<file path="src/rtl/rv32i_types_pkg.sv">
// Shared RV32I front-end types: machine word plus the branch predictor
// counter and sweep-state encodings.
package rv32i_types_pkg;

    typedef logic [31:0] word_t;

    // 2-bit saturating direction counter; the MSB is the taken prediction
    typedef enum logic [1:0] {
        SNT = 2'b00,
        WNT = 2'b01,
        WT  = 2'b10,
        ST  = 2'b11
    } bp_ctr_t;

    typedef enum logic {
        BP_IDLE  = 1'b0,
        BP_SWEEP = 1'b1
    } bp_state_t;

endpackage

</file>
<file path="src/rtl/predictor_if.sv">
// Fetch-side prediction and execute-side resolution signals of the BTB.
interface predictor_if;
    import rv32i_types_pkg::*;

    word_t fetch_pc;
    logic  predict_taken;
    word_t predict_target;

    logic  update_valid;
    word_t update_pc;
    logic  update_taken;
    word_t update_target;

    modport fetch (
        output fetch_pc,
        input  predict_taken,
        input  predict_target
    );

    modport update (
        output update_valid,
        output update_pc,
        output update_taken,
        output update_target
    );

    modport predictor (
        input  fetch_pc,
        output predict_taken,
        output predict_target,
        input  update_valid,
        input  update_pc,
        input  update_taken,
        input  update_target
    );

endinterface

</file>
<file path="src/rtl/sat_counter2.sv">
// Next-state logic of a 2-bit saturating taken/not-taken counter.
module sat_counter2
    import rv32i_types_pkg::*;
(
    input  bp_ctr_t ctr,
    input  logic    taken,
    output bp_ctr_t ctr_next
);

    function automatic bp_ctr_t sat_step(input bp_ctr_t c, input logic t);
        bp_ctr_t r;
        r = c;
        case (c)
            SNT:     r = t ? WNT : SNT;
            WNT:     r = t ? WT  : SNT;
            WT:      r = t ? ST  : WNT;
            ST:      r = t ? ST  : WT;
            default: r = c;
        endcase
        return r;
    endfunction

    assign ctr_next = sat_step(ctr, taken);

endmodule

</file>
<file path="src/rtl/branch_predictor_btb.sv">
// Direct-mapped branch target buffer with 2-bit direction counters.
// Prediction is combinational from stored state; resolutions update the
// table one cycle later; a fence.i request sweeps all valid bits clear.
module branch_predictor_btb
    import rv32i_types_pkg::*;
#(
    parameter int NENTRIES = 16
)(
    input  logic                  CLK,
    input  logic                  RST,
    predictor_if.predictor        bp,
    input  logic                  clear_req,
    output logic                  busy
);

    localparam int IDX_W = $clog2(NENTRIES);
    localparam int TAG_W = 32 - IDX_W - 2;
    localparam logic [IDX_W-1:0] LAST_IDX = IDX_W'(NENTRIES - 1);

    // Only valid bits and control are reset; tag/target/ctr are don't-care
    // while their entry is invalid.
    logic             valid_q  [NENTRIES];
    logic [TAG_W-1:0] tag_q    [NENTRIES];
    word_t            target_q [NENTRIES];
    bp_ctr_t          ctr_q    [NENTRIES];

    bp_state_t        state_q, state_d;
    logic [IDX_W-1:0] ptr_q, ptr_d;

    logic [IDX_W-1:0] f_idx, u_idx;
    logic [TAG_W-1:0] f_tag, u_tag;
    logic             f_hit, u_hit, u_en, u_alloc, pred_taken;
    bp_ctr_t          f_ctr, u_ctr_next;

    // Byte offset within the word never selects an entry.
    logic unused_pc_bits;
    assign unused_pc_bits = ^{bp.fetch_pc[1:0], bp.update_pc[1:0]};

    assign f_idx = bp.fetch_pc[IDX_W+1:2];
    assign f_tag = bp.fetch_pc[31:IDX_W+2];
    assign u_idx = bp.update_pc[IDX_W+1:2];
    assign u_tag = bp.update_pc[31:IDX_W+2];

    assign busy = (state_q == BP_SWEEP);

    // Prediction reads pre-update state: no bypass from a same-cycle update.
    assign f_ctr      = ctr_q[f_idx];
    assign f_hit      = valid_q[f_idx] && (tag_q[f_idx] == f_tag);
    assign pred_taken = f_hit && ((f_ctr == WT) || (f_ctr == ST)) && !busy;

    assign bp.predict_taken  = pred_taken;
    assign bp.predict_target = pred_taken ? target_q[f_idx] : '0;

    // Resolutions arriving during a sweep are discarded.
    assign u_en    = bp.update_valid && !busy;
    assign u_hit   = valid_q[u_idx] && (tag_q[u_idx] == u_tag);
    assign u_alloc = u_en && !u_hit && bp.update_taken;

    sat_counter2 u_sat (
        .ctr      (ctr_q[u_idx]),
        .taken    (bp.update_taken),
        .ctr_next (u_ctr_next)
    );

    // Sweep FSM state and pointer registers
    always_ff @(posedge CLK) begin
        if (RST) begin
            state_q <= BP_IDLE;
            ptr_q   <= '0;
        end else begin
            state_q <= state_d;
            ptr_q   <= ptr_d;
        end
    end

    // Sweep FSM next state: one entry per cycle, ignoring repeat requests
    always_comb begin
        state_d = state_q;
        ptr_d   = ptr_q;
        case (state_q)
            BP_IDLE: begin
                if (clear_req) begin
                    state_d = BP_SWEEP;
                    ptr_d   = '0;
                end
            end
            BP_SWEEP: begin
                ptr_d = ptr_q + 1'b1;
                if (ptr_q == LAST_IDX) begin
                    state_d = BP_IDLE;
                end
            end
            default: state_d = BP_IDLE;
        endcase
    end

    // Valid bits: reset clears all at once, sweep clears one, allocate sets
    always_ff @(posedge CLK) begin
        if (RST) begin
            for (int i = 0; i < NENTRIES; i++) begin
                valid_q[i] <= 1'b0;
            end
        end else if (busy) begin
            valid_q[ptr_q] <= 1'b0;
        end else if (u_alloc) begin
            valid_q[u_idx] <= 1'b1;
        end
    end

    // Entry payload: train counter on hit, replace entry on taken miss
    always_ff @(posedge CLK) begin
        if (!RST && u_en) begin
            if (u_hit) begin
                ctr_q[u_idx] <= u_ctr_next;
                if (bp.update_taken) begin
                    target_q[u_idx] <= bp.update_target;
                end
            end else if (bp.update_taken) begin
                tag_q[u_idx]    <= u_tag;
                target_q[u_idx] <= bp.update_target;
                ctr_q[u_idx]    <= WT;
            end
        end
    end

endmodule
</file>
<file path="src/flat_wrapper.sv">
// flat-port wrapper written by rule: the top's interface ports become plain ports
module branch_predictor_btb_flat import rv32i_types_pkg::*;
#(
    parameter int NENTRIES = 16
)
  (CLK, RST, clear_req, busy, bp_fetch_pc, bp_predict_taken, bp_predict_target, bp_update_valid, bp_update_pc, bp_update_taken, bp_update_target);
  predictor_if bp_i ();
  input  logic CLK;
  input  logic RST;
  input  logic clear_req;
  output logic busy;
  input wire logic [$bits(bp_i.fetch_pc)-1:0] bp_fetch_pc;
  output wire logic [$bits(bp_i.predict_taken)-1:0] bp_predict_taken;
  output wire logic [$bits(bp_i.predict_target)-1:0] bp_predict_target;
  input wire logic [$bits(bp_i.update_valid)-1:0] bp_update_valid;
  input wire logic [$bits(bp_i.update_pc)-1:0] bp_update_pc;
  input wire logic [$bits(bp_i.update_taken)-1:0] bp_update_taken;
  input wire logic [$bits(bp_i.update_target)-1:0] bp_update_target;
  assign bp_i.fetch_pc = bp_fetch_pc;
  assign bp_predict_taken = bp_i.predict_taken;
  assign bp_predict_target = bp_i.predict_target;
  assign bp_i.update_valid = bp_update_valid;
  assign bp_i.update_pc = bp_update_pc;
  assign bp_i.update_taken = bp_update_taken;
  assign bp_i.update_target = bp_update_target;
  branch_predictor_btb #(.NENTRIES(NENTRIES)) u_core (.CLK(CLK), .RST(RST), .bp(bp_i), .clear_req(clear_req), .busy(busy));
endmodule
</file>
<file path="config.mk">
export PLATFORM = sky130hd
export DESIGN_NAME = branch_predictor_btb_flat
export DESIGN_NICKNAME = d
export VERILOG_FILES = /design/src/rtl/rv32i_types_pkg.sv /design/src/rtl/predictor_if.sv /design/src/rtl/sat_counter2.sv /design/src/rtl/branch_predictor_btb.sv /design/src/flat_wrapper.sv
export SDC_FILE = /design/constraint.sdc
export NUM_CORES = 1
export LEC_CHECK = 0
export ABC_AREA = 1
export BUFFER_PORTS_ARGS = -buffer_cell sky130_fd_sc_hd__buf_2
export CORE_MARGIN = 2
export CORE_UTILIZATION = 33
export DETAILED_ROUTE_END_ITERATION = 12
export SLEW_MARGIN = 20
export SYNTH_ARGS = -nofsm -noshare
export SYNTH_HDL_FRONTEND = slang
export SYNTH_SLANG_ARGS = --single-unit
</file>
<file path="constraint.sdc">
create_clock -name CLK -period 9.1 [get_ports CLK]
set_input_delay 0.91 -clock CLK [delete_from_list [all_inputs] [get_ports CLK]]
set_output_delay 0.91 -clock CLK [all_outputs]
set_load 0.05 [all_outputs]
</file>
After elaboration in Yosys (flattened, before gate mapping). Memory sizes are Yosys's and may differ from the RTL's. Cells that the tools add are included.

Bits in registers: 5. Bits in writable memories: 976. Input port bits: 101. Output and inout bits: 34. Logic and storage cells: 72. Memories kept: 4.

Add/sub/neg operators: 1. Eq/ne operators: 9. Muxes and demuxes: 38. Bitwise logic cells: 3. Reduce and logical (&&, ||, !) cells: 15.

Memory list: u_core.target_q (words 16, width 32, rd ports 1, clocked after Yosys merged registers in 0, wr ports 1, line branch_predictor_btb.sv:24) `word_t target_q [NENTRIES];`; u_core.tag_q (words 16, width 26, rd ports 2, clocked after Yosys merged registers in 0, wr ports 1, line branch_predictor_btb.sv:23) `logic [TAG_W-1:0] tag_q [NENTRIES];`; u_core.ctr_q (words 16, width 2, rd ports 2, clocked after Yosys merged registers in 0, wr ports 1, line branch_predictor_btb.sv:25) `bp_ctr_t ctr_q [NENTRIES];`; u_core.valid_q (words 16, width 1, rd ports 2, clocked after Yosys merged registers in 0, wr ports 16, line branch_predictor_btb.sv:22) `logic valid_q [NENTRIES];`.

Operators by type and width (number): two-way mux 32 bit (2); == test 26 bit (2); two-way mux 1 bit (27); two-way mux 4 bit (3); == test 2 bit, second input constant (4); logical AND 1 bit (8); one-hot mux 2 bit (4 select lines) (1); one-hot mux 4 bit (2 select lines) (1); two-way mux 2 bit (3); adder 4 x 1 -> 4 bit, second input constant (1); == test 4 bit, second input constant (1); zero test 1 bit (3); == test 2 x 1 -> 1 bit, second input constant (1); zero test 2 bit (1); inequality test 2 bit, second input constant (1); bitwise OR 1 bit (2); one-hot mux 1 bit (2 select lines) (1); OR reduction 1 bit (2); logical OR 1 bit (1); inverter 1 bit (1).

Logic depth before layout (Yosys ltp). An unclocked memory read counts as a cell.

Depth after elaboration: 12. Gate-level depth with buffers: 22. Depth with buffers taken out: 21.

By module. From an unflattened synthesis, not the netlist that was laid out.

Cell total of the unflattened synthesis: 4195. Area, all modules: 44420.1 µm².

Modules (own cells, without submodules): branch_predictor_btb (times used 1, cells each 4190, area an instance 44398.8 µm²); sat_counter2 (times used 1, cells each 5, area an instance 21.3 µm²).

Worst setup path after synthesis. Ideal clock, no wire load.

Kind: input to register. Start point: input port RST. End point: memory u_core.tag_q[11][0] in the netlist's numbering, enable pin. Setup time: 409 ps. Arrival time: 4664 ps. Data required time: 8691 ps. Path slack: 4028 ps. Stages on the path: 7. Path buffers: 0. Path through: inv_1 -> nand3_1 -> nor2_1 -> inv_1 -> nor2_1 -> inv_1 -> nor2_1.

Word-level cells in the longest chain between the ends: 4.

Ends and longest elaborated chain: from (decl) (line flat_wrapper.sv:9) `input logic RST;`; zero test 1 bit (line branch_predictor_btb.sv:112) `if (!RST && u_en) begin`; logical AND 1 bit (line branch_predictor_btb.sv:112); two-way mux 1 bit (line branch_predictor_btb.sv:112); two-way mux 1 bit (not written as such) (line branch_predictor_btb.sv:119) `tag_q[u_idx] <= u_tag;`; to (decl) (line branch_predictor_btb.sv:23).

No other way between the ends.

Final worst setup path.
Start point: input port bp_update_pc[3]. End point: memory u_core.tag_q[0][22] in the netlist's numbering, enable pin.

Word-level cells in the longest chain between the ends: 6.

Ends and longest elaborated chain: from (decl) (line flat_wrapper.sv:16) `input wire logic [$bits(bp_i.update_pc)-1:0] bp_update_pc;`; memory (16 x 26 bit); == test 26 bit (line branch_predictor_btb.sv:56) `assign u_hit = valid_q[u_idx] && (tag_q[u_idx] == u_tag);`; logical AND 1 bit (line branch_predictor_btb.sv:56); two-way mux 1 bit (line branch_predictor_btb.sv:113) `if (u_hit) begin`; two-way mux 1 bit (line branch_predictor_btb.sv:112); two-way mux 1 bit (not written as such) (line branch_predictor_btb.sv:119).

Several ways; a longest one is shown, not always the timed one.

==> metrics.txt <==
grt ovf 0; Resize count post-CTS 0; first-pass GRT wire length roughly 190000 um; Worst setup SP type input port; slowest cell delay on critical path 890 ps; wire per inst around 22 um; Clock Tree Root clkbuf_16; die height 370 um; Clock Skew around 56 ps; kind of critical path input port to register; FP Rows roughly 130; Die Span X approximately 370 um; IO Count about 140; syn avg cell area about 11 um^2; Slew headroom between 10% and 20%; fin nets 4311; Logic pwr share around 7.6%; routability cong. roughly 0.85; IO buf count 130; register area share after synthesis 66.5%; area growth from synthesis to layout 13.1%; top_reg_cell synth edfxtp_1; initial antenna violation count 20; internal power ~7500 uW; Finish-stage setup viols 0; Slew Viols, Final 0; HPWL after DPL around 67000 um; CP most frequent cell nand2_1; clock network power share 41.6%; vias approximately 33000; Synth Register Bits just under 1000; top post-synthesis cells by area edfxtp_1 (66%), nand2_1 (11%), a21oi_1 (3.8%); TritonRoute pass-1 iters 6; MaxCap Viol Count 0; status finished clean; Synth Net Count ~4300; final worst path period share a little under three quarters; area of the mapped netlist 0.0442 mm^2; area share of the largest cell type after synthesis between 60% and 70%; die area 0.137 mm^2; type of the worst min-delay path input port to register; sequential power share 50.8%; Sw Ratio between 20% and 30%; Switch Pwr between 2000 and 2500 uW; GRT Util Overall 18.8%; CTS Sinks roughly 1000; cell breakdown of the critical path buf_4 -> clkinv_2 -> nor2_4 -> buf_4 -> nand2_1 -> nand3_1 -> nand2_1 -> nand2_1 -> nor2_1 -> nand2_1 -> nand2_1 -> nor2_1 -> nand3_1 -> nor2_1 -> nand2_2 -> nand2_4 -> nand2_1 -> nand2_1 -> nand2_1 -> nor3_2 -> buf_4; RSZ-0062 raised after global routing no; area of the multi-input gates about 0.013 mm^2; slowest CP cell nor3_2; vias in the first global route 30938; clock buffers created by TritonCTS 104; CTS tree built; Async SR Flop Fraction 0%; Final ANT Viol Nets 0; Tmin final ~6500 ps; Post-CTS Setup Repair Bufs 0; static leakage between 0.015 and 0.02 uW; hold-fix buffers at CTS 0; 1st-iter DRT viols between 3000 and 4000; Fill cells between 10000 and 15000; pin count of the biggest net entering global routing roughly 230; mean number of vias per cell roughly 5.4; Max VDD drop 0.178 mV; Post-Syn Instances roughly 4200; number of synthesized flops with an enable pin between 900 and 1000; final hold vios 0; Slew @ Worst Pin ~1200 ps; core area between 0.1 and 0.15 mm^2; Post-route DRC 0; Req. time, crit path roughly 9500 ps; share of layout cells above drive strength 1 8.97%; Critical Path AT 6890 ps; Skew-Pair Late Insertion Delay about 750 ps; crit-path max FO 38; Clock Tree Buf Depth 3; setup TNS 0 ps; Max Clk Rate between 150 and 200 MHz; element type at the critical path end register; synth warn 0; Initial Util 33.2%; Netlist cell types 46; Power Density 197 mW/mm^2; H-tree depth 3; Synth area leader edfxtp_1; Final Power 9830 uW; Sequential Area 0.0294 mm^2; WL final between 100000 and 150000 um; Clock transition at path regs ~60 ps
==> power by group through the flow <==
stage	Sequential (uW)	Clock (uW)	Combinational (uW)
finish	5000	4080	747
CTS	5000	4140	736
global route	5000	4310	816
global placement	5090	0	725
detailed placement	5090	0	734
floorplan	5090	0	446
==> stage by stage <==
stage,std cells,hold WS [ps],instance area [um^2],utilization [%],setup slack (ps)
3_5_place_dp,5870,496,46700,35.1,1960
2_1_floorplan,4199,456,44200,-,4030
3_3_place_gp,5870,495,46700,35.1,2040
5_1_grt,6061,479,50000,37.5,2370
6_report,6063,481,50000,37.5,2590
4_1_cts,6058,440,50000,37.5,2700
==> path summary, 6_finish.rpt <==
kind,to,start,depth (start not counted),slack [ps]
max,u_core.tag_q[0][22]$_DFFE_PP_,bp_update_pc[3],21,2590
min,u_core.ptr_q[1]$_SDFFE_PP0P_,RST,2,480
max reg2reg,u_core.tag_q[0][22]$_DFFE_PP_,u_core.tag_q[13][17]$_DFFE_PP_,18,4210
min reg2reg,u_core.ptr_q[3]$_SDFFE_PP0P_,u_core.ptr_q[3]$_SDFFE_PP0P_,1,510
==> kinds of logic after synthesis <==
family	after synthesis	share of synthesized area, %
buffers and inverters	461	4.25
xor gates and xnor gates	17	0.337
muxes	1	0.0226
DFF	981	66.5
and+or+nand+nor	1758	15.7
adders and majority gates	1	0.0283
AOI/OAI and AO/OA	980	13.2
==> metal layers <==
metal	vias up	global-route usage, %	share of wire, %
li1	14990	-	-
met1	15925	25.1	42
met2	1476	30.9	47
met3	249	2.94	8.2
met4	12	6.61	2.8
met5	-	0	0.054
==> worst max-delay path, delay by kind of cell <==
family / cells / cell delay (ps)
buf+inv: 4 / 1980
simple gates: 17 / 3890
==> cell type report <==
| class | count | area share [%] |
|---|---|---|
| sequential | 981 | 58.8 |
| multi-input combinational | 2757 | 26.4 |
| clock buffer | 131 | 5.41 |
| tap | 1768 | 4.42 |
| timing repair buffer | 194 | 2.46 |
| inverter | 171 | 1.33 |
| clock inverter | 57 | 1.13 |
| antenna | 4 | 0.0200 |
==> synth_stat cells (2+ instances only) <==
cell type  instances
xor2_1            12
nand3_2            3
o21ai_0          285
a22oi_1           19
clkinv_1           2
nand2_1         1288
edfxtp_1         976
nor3_1            56
nand2_2            2
clkbuf_1         199
nand4_1           15
a21oi_1          335
buf_1             18
buf_4             18
nand3_1          129
a31oi_1            6
inv_2              5
nor2_1           254
o211ai_1          38
xnor2_1            5
o221ai_1          39
o21ai_1           51
dfxtp_1            5
a221oi_1         117
inv_1            164
a32oi_1            3
o21bai_1           9
buf_2             53
buf_6              2
o22ai_1           23
o31ai_1           33
a211oi_1          18
nor4_1             4
==> cell usage in the layout, fill, tap and decap left out, drive strengths merged <==
master,Yosys,final
o2111ai,1,1
a211oi,18,18
o21ai,337,337
nor3b,1,1
ha,1,1
nor2,255,255
a221oi,117,117
o211ai,38,38
xor2,12,12
a21oi,335,335
mux2i,1,1
xnor2,5,5
or2,1,1
nand4,15,15
o21bai,9,9
buf,91,193
or3,1,1
a31oi,6,6
o22ai,23,23
clkinvlp,0,1
a32oi,3,3
nand2,1291,1291
nand3,132,132
edfxtp,976,976
dfxtp,5,5
diode,0,4
nor4,4,4
o311ai,1,1
a22oi,19,19
nor3,56,56
inv,169,171
clkinv,2,50
a21boi,1,1
bufinv,0,6
and3,1,1
o31ai,33,33
clkbuf,199,132
o221ai,39,39
or4,1,1
==> registers in the layout, summed over array words and instances, names as in the netlist <==
name             flops
u_core.busy          1
u_core.ptr_q         4
u_core.tag_q       416
u_core.valid_q      16
u_core.ctr_q        32
u_core.target_q    512
Note: power is estimated with default switching activity, not from simulation.
